<file path="src/rtl/prio_encoder_4x2.sv">
// 4-to-2 priority encoder with an any-request flag.
// Bit 3 of the request vector has the highest priority. The outputs are
// either registered (one cycle of latency) or purely combinational,
// selected by REG_OUT.
module prio_encoder_4x2 #(
  parameter bit REG_OUT = 1'b1
) (
  input  logic       clk,
  input  logic       rst,
  input  logic [3:0] y,
  output logic [1:0] a,
  output logic       valid
);

  logic [1:0] a_d;
  logic       valid_d;

  // Encode the highest-numbered asserted request bit. All-zero input gives index 0 with valid low.
  always_comb begin
    a_d     = 2'd0;
    valid_d = 1'b0;
    casez (y)
      4'b1???: begin a_d = 2'd3; valid_d = 1'b1; end
      4'b01??: begin a_d = 2'd2; valid_d = 1'b1; end
      4'b001?: begin a_d = 2'd1; valid_d = 1'b1; end
      4'b0001: begin a_d = 2'd0; valid_d = 1'b1; end
      default: begin a_d = 2'd0; valid_d = 1'b0; end
    endcase
  end

  generate
    if (REG_OUT) begin : g_reg
      logic [1:0] a_q;
      logic       valid_q;

      // Output registers load every edge. Reset clears them immediately, without waiting for clk.
      always_ff @(posedge clk or posedge rst) begin
        if (rst) begin
          a_q     <= 2'd0;
          valid_q <= 1'b0;
        end else begin
          a_q     <= a_d;
          valid_q <= valid_d;
        end
      end

      assign a     = a_q;
      assign valid = valid_q;
    end else begin : g_comb
      // In the combinational build the clock and reset are intentionally left unused.
      logic unused_clk_rst;
      assign unused_clk_rst = clk ^ rst;

      assign a     = a_d;
      assign valid = valid_d;
    end
  endgenerate

endmodule

</file>
<file path="config.mk">
export PLATFORM = sky130hd
export DESIGN_NAME = prio_encoder_4x2
export DESIGN_NICKNAME = d
export VERILOG_FILES = /design/src/rtl/prio_encoder_4x2.sv
export SDC_FILE = /design/constraint.sdc
export NUM_CORES = 1
export LEC_CHECK = 0
export CAP_MARGIN = 20
export CORE_AREA = 2 2 39 41
export DETAILED_ROUTE_END_ITERATION = 8
export DIE_AREA = 0 0 41 43
export HOLD_SLACK_MARGIN = 0.06
export PLACE_DENSITY = 0.31
export SYNTH_ARGS = -nofsm -noshare
export SYNTH_HDL_FRONTEND = slang
export SYNTH_SLANG_ARGS = --single-unit
</file>
<file path="constraint.sdc">
create_clock -name clk -period 0.8 [get_ports clk]
set_clock_uncertainty 0.05 [all_clocks]
set_input_delay 0.2 -clock clk [delete_from_list [all_inputs] [get_ports clk]]
set_output_delay 0.2 -clock clk [all_outputs]
set_load 0.005 [all_outputs]
</file>
=== Yosys cells after proc, flatten, opt, wreduce, memory -nomap -nowiden ===
Cells that the tools add are included.

* $add $sub $neg: 0
* Multiply operators: 0
* Divide/modulo/power cells: 0
* $lt $le $gt $ge: 0
* Equality and inequality tests: 3
* Shifts and indexed selects: 0
* Mux-type cells: 2
* Bitwise logic cells: 0
* Reductions and logical operators: 1

{| class="wikitable"
|+ Operator list
! kind !! count
|-
| $pmux W2 S3 || 1
|-
| $eq A4 B1 Y1 const B || 1
|-
| $reduce_or A4 Y1 || 1
|-
| $eq A3 B1 Y1 const B || 1
|-
| $eq A2 B1 Y1 const B || 1
|-
| $mux W1 || 1
|}

* Flip-flop bits (word level): 3
* Bits in latches: 0
* Memory bits (writable): 0
* Memory bits (read-only): 0
* Input port bits: 6
* Output and inout port bits: 3
* Word-level logic and storage cells: 8
* Memories kept: 0

=== Longest topological paths before layout ===
Gate-level depths: netlist (run 1).

* Depth in word-level cells: 3
* Depth in mapped cells: 2
* Gate-level depth less buffers: 2

=== Least setup slack after synthesis (run 1) ===
No wires, ideal clock.

* Kind: input to register
* Start: input y[2]
* End: register g_reg.valid_q (netlist: valid)
* Library setup time: 0.132 ns
* Arrival time: 0.702 ns
* Data required time: 0.618 ns
* Slack: -0.084 ns
* Stages on the path: 2
* Buffers on the path: 0
* Cell sequence: or2_1 -> or3_1

* Cells in the longest elaborated chain, start to end: 3
* Elaborated cells between the ends (all ways): 5
* Those cells by class: eq/ne (3); mux (1); reduce/logical (1)

{| class="wikitable"
|+ Ends and longest elaborated chain
! element !! RTL line !! text
|-
| start, declared || 10 || <nowiki>input logic [3:0] y,</nowiki>
|-
| $eq A4 B1 Y1, or another cell as far along || 22 || <nowiki>casez (y)</nowiki>
|-
| $reduce_or A4 Y1 (no line) * || n/a ||
|-
| $mux W1 * || 22 ||
|-
| named net valid_d || 16 || <nowiki>logic valid_d;</nowiki>
|-
| end signal, assigned || 43 || <nowiki>valid_q <= valid_d;</nowiki>
|-
| end, declared || 34 || <nowiki>logic valid_q;</nowiki>
|}

Mark *: on every way through the listed nets, which the timed path passes. The rest lies on a longest branch.

=== Final worst setup path (run 1) ===
* Start: register g_reg.a_q[0] (netlist: a[0])
* End: output a[0]

{| class="wikitable"
|+ RTL lines
! element !! RTL line !! text
|-
| start, declared || 33 || <nowiki>logic [1:0] a_q;</nowiki>
|-
| start signal, assigned || 39 || <nowiki>a_q <= 2'd0;</nowiki>
|-
| start signal, assigned || 42 || <nowiki>a_q <= a_d;</nowiki>
|-
| end, declared || 11 || <nowiki>output logic [1:0] a,</nowiki>
|}

No word-level cell between the ends.

==> run_summary.xml, run 1 <==
<?xml version="1.0" encoding="UTF-8"?>
<metrics>
  <group name="cells_and_area">
    <metric name="finish.net_count" unit="">28</metric>
    <metric name="layout-drive-gt1-share" unit="%">42.86</metric>
    <metric name="antenna-diode-count" unit="">0</metric>
    <metric name="layout-area-overhead-vs-synth" unit="%">115.9</metric>
    <metric name="final_util" unit="%">16.00</metric>
  </group>
  <group name="power">
    <metric name="pwr_density_cell" unit="nW/um^2">2112</metric>
    <metric name="p_int" unit="W">0.0003768</metric>
    <metric name="power.clock.fraction" unit="%">55.8</metric>
    <metric name="irDropWorstVdd" unit="V">0.0003408</metric>
    <metric name="power.net_switching" unit="W">0.00009087</metric>
    <metric name="leakagePower" unit="nW">0.1048</metric>
    <metric name="p_sw_share" unit="%">19.43</metric>
    <metric name="combPwrFrac" unit="%">9.8</metric>
    <metric name="share_seq_of_total_power" unit="%">34.5</metric>
  </group>
  <group name="die">
    <metric name="std_cell_rows" unit="">14</metric>
    <metric name="design.core.area" unit="sq um">1384</metric>
    <metric name="start_util" unit="%">7.414</metric>
    <metric name="fp.dieArea" unit="sq um">1763</metric>
    <metric name="top_ports" unit="">9</metric>
    <metric name="die-width" unit="microns">41</metric>
    <metric name="die-height" unit="microns">43</metric>
  </group>
  <group name="run">
    <metric name="drv_cap" unit="">0</metric>
  </group>
  <group name="detailed_routing">
    <metric name="drc" unit="">0</metric>
    <metric name="drt_iter0_markers" unit="">4</metric>
    <metric name="drt-wirelength-per-cell" unit="microns">7.351</metric>
    <metric name="route.vias.total" unit="">102</metric>
    <metric name="drt-pass1-iter-count" unit="">2</metric>
    <metric name="viasPerCell" unit="">2.757</metric>
    <metric name="finalWirelength" unit="microns">272</metric>
    <metric name="ant_nets" unit="">0</metric>
  </group>
  <group name="grt">
    <metric name="grt-ovfl-total" unit="">0</metric>
    <metric name="grt_antenna_before_repair" unit="">0</metric>
    <metric name="grt.busiest_layer" unit="">met3</metric>
    <metric name="wire_length_of_the_first_global_routing_pass" unit="microns">414</metric>
    <metric name="groute.layer.met3.usage" unit="%">6.806</metric>
    <metric name="grt.total_usage" unit="%">4.632</metric>
    <metric name="grt_start_max_net_pins" unit="">4</metric>
    <metric name="groute.layer.met2.usage" unit="%">3.750</metric>
    <metric name="first_global_vias" unit="">110</metric>
    <metric name="grtUsageMet1" unit="%">3.896</metric>
  </group>
  <group name="yosys">
    <metric name="synth.yosys.seq_area_share" unit="%">73.17</metric>
    <metric name="post_synth_and_or_nand_nor_area_fraction" unit="%">12.20</metric>
    <metric name="syn_area" unit="sq um">102.6</metric>
    <metric name="syn-mean-instance-area" unit="sq um">12.82</metric>
    <metric name="yosysUniqueCellTypes" unit="">5</metric>
    <metric name="synth.area.mux_share" unit="%">0</metric>
    <metric name="postSynthNetCount" unit="">14</metric>
    <metric name="netlist_instances" unit="">8</metric>
    <metric name="synth-xor-area-share" unit="%">0</metric>
    <metric name="synth_top_family_by_area" unit="">simple AND/OR/NAND/NOR gates</metric>
    <metric name="synthAdderAreaFrac" unit="%">0</metric>
    <metric name="synthesis_warning_total" unit="">0</metric>
    <metric name="synth-seq-cells" unit="">3</metric>
    <metric name="synth_compound_area_share" unit="%">7.317</metric>
  </group>
  <group name="setup_path">
    <metric name="arrival" unit="ns">0.71</metric>
    <metric name="critical_path.cell_chain" unit="">buf_2</metric>
    <metric name="cp.buffers_inverters" unit="">1</metric>
    <metric name="worstPathMaxFanout" unit="">1</metric>
    <metric name="cp_top_family" unit="">flip-flops</metric>
    <metric name="setup_cp_type" unit="">register to primary output</metric>
    <metric name="crit_path_end_kind" unit="">primary output</metric>
    <metric name="critical_path_rt" unit="ns">0.55</metric>
    <metric name="crit_path_top_delay_cell" unit="">sky130_fd_sc_hd__dfrtp_1</metric>
    <metric name="worst_path_max_stage_delay" unit="ns">0.35</metric>
    <metric name="worst_setup_path_start_kind" unit="">register</metric>
  </group>
  <group name="clock_tree">
    <metric name="ctsHtreeMaxLevel" unit="">1</metric>
    <metric name="tritoncts.num_buffers" unit="">3</metric>
    <metric name="clock_root_buffer_master" unit="">sky130_fd_sc_hd__clkbuf_4</metric>
    <metric name="cts-hold-fix-buffers" unit="">0</metric>
    <metric name="cts-root-to-sink-buffers" unit="">2</metric>
    <metric name="clock_tree_from_tritoncts" unit="">yes</metric>
    <metric name="clk_pin_slew" unit="ns">0.04</metric>
    <metric name="clkSinkCount" unit="">3</metric>
  </group>
  <group name="placement">
    <metric name="gpl.final_weighted_congestion" unit="">0.5542</metric>
    <metric name="portBuffers" unit="">8</metric>
    <metric name="place_ws" unit="ns">-0.5648</metric>
  </group>
  <group name="timing">
    <metric name="setup_viol" unit="">3</metric>
    <metric name="timing.final.crit_share" unit="%">119.4</metric>
    <metric name="tightestPinTransition" unit="ns">0.1147</metric>
    <metric name="timing.max_slew.rel_slack" unit="%">92.35</metric>
    <metric name="finalHoldViolations" unit="">0</metric>
    <metric name="unrepaired_setup_endpoints_after_global_routing" unit="">yes</metric>
    <metric name="maxSlewViolCount" unit="">0</metric>
    <metric name="fmaxAchievable" unit="MHz">1047</metric>
    <metric name="final.min_clock_period" unit="ns">0.9555</metric>
    <metric name="fin_ws" unit="ns">-0.1555</metric>
  </group>
  <group name="status">
    <metric name="run_status" unit="">complete, but fails checks</metric>
    <metric name="failed_checks" unit="">setup timing</metric>
  </group>
  <group name="worst_hold_path">
    <metric name="worstHoldPathType" unit="">primary input to asynchronous set/reset pin</metric>
  </group>
</metrics>
==> metrics by stage <==
step                      cells  total power (W)  area (sq um)  TNS (ns)  hold WS [ns]
after floorplan               8        0.0001731         102.6  -0.08397      -0.09636
after global placement       32        0.0002147         202.7    -1.769        0.3270
after detailed placement     32        0.0002152         202.7    -1.819        0.3255
after CTS                    37        0.0004843         221.5   -0.5224       0.07662
after global routing         37        0.0005084         221.5   -0.5552       0.08274
final                        37        0.0004676         221.5   -0.4498       0.08402
==> layer usage <==
layer | wire length [microns] | up-vias
met5 | 0 | -
met4 | 0 | 0
met3 | 62 | 0
met2 | 76 | 9
met1 | 133 | 41
li1 | - | 52
==> flip-flops by register name (all words and copies together), names as in the netlist <==
| name | cells |
|---|---|
| a | 2 |
| valid | 1 |
==> layout by cell type (no fill, tap or decap) <==
master,n
sky130_fd_sc_hd__clkdlybuf4s50_1,1
sky130_fd_sc_hd__or2_1,1
sky130_fd_sc_hd__dfrtp_1,3
sky130_fd_sc_hd__or3_1,1
sky130_fd_sc_hd__a21o_1,1
sky130_fd_sc_hd__buf_4,1
sky130_fd_sc_hd__buf_2,3
sky130_fd_sc_hd__inv_1,2
sky130_fd_sc_hd__buf_6,2
sky130_fd_sc_hd__clkbuf_1,1
sky130_fd_sc_hd__dlygate4sd2_1,2
sky130_fd_sc_hd__clkbuf_4,3
==> timing repair <==
action,CTS,global route
buffers inserted,1,0
endpoints found under the setup margin,5,4
pin swaps,2,1
gates resized for setup,24,0
==> area by class of cell <==
class	instances	area [sq um]
Tap cell	16	20.02
Sequential cell	3	75.07
Fill cell	157	1162
Inverter	2	7.507
Clock buffer	4	26.28
Multi-Input combinational cell	3	20.02
Timing Repair Buffer	9	72.57
==> power by group through the flow <==
stage           logic (W)  clock network [W]  registers (W)
2_1_floorplan  0.00000873                  0       0.000164
3_3_place_gp    0.0000512                  0       0.000163
3_5_place_dp    0.0000515                  0       0.000164
4_1_cts         0.0000458           0.000277       0.000161
5_1_grt         0.0000502           0.000297       0.000161
6_report        0.0000456           0.000261       0.000161
==> Yosys cell counts <==
cell                      number  share of area (%)
sky130_fd_sc_hd__dfrtp_1       3                 73
sky130_fd_sc_hd__or3_1         1                6.1
sky130_fd_sc_hd__or2_1         1                6.1
sky130_fd_sc_hd__inv_1         2                7.3
sky130_fd_sc_hd__a21o_1        1                7.3
==> worst max-delay path by stage <==
stage | cells past startpoint | endpoint | slack [ns] | startpoint
2_1_floorplan | 2 | valid | -0.08 | y[2]
3_3_place_gp | 3 | valid | -0.55 | y[3]
3_5_place_dp | 3 | valid | -0.56 | y[2]
4_1_cts | 1 | valid | -0.17 | valid
5_1_grt | 1 | valid | -0.20 | valid
6_report | 1 | a[0] | -0.16 | a[0]
==> kinds of logic (layout without fill, tap and decap cells) <==
kind of cell           count (synthesis)  in the layout
AOI/OAI and AO/OA                      1              1
buffers and inverters                  2             15
DFF                                    3              3
and+or+nand+nor                        2              2
Note: power is estimated with default switching activity, not from simulation.
==> run 2: changes to the inputs <==
Settings changed: SLEW_MARGIN set to 20.
==> results of run 2 <==
No change in the layout: final DEF, timing and power equal those of run 1.
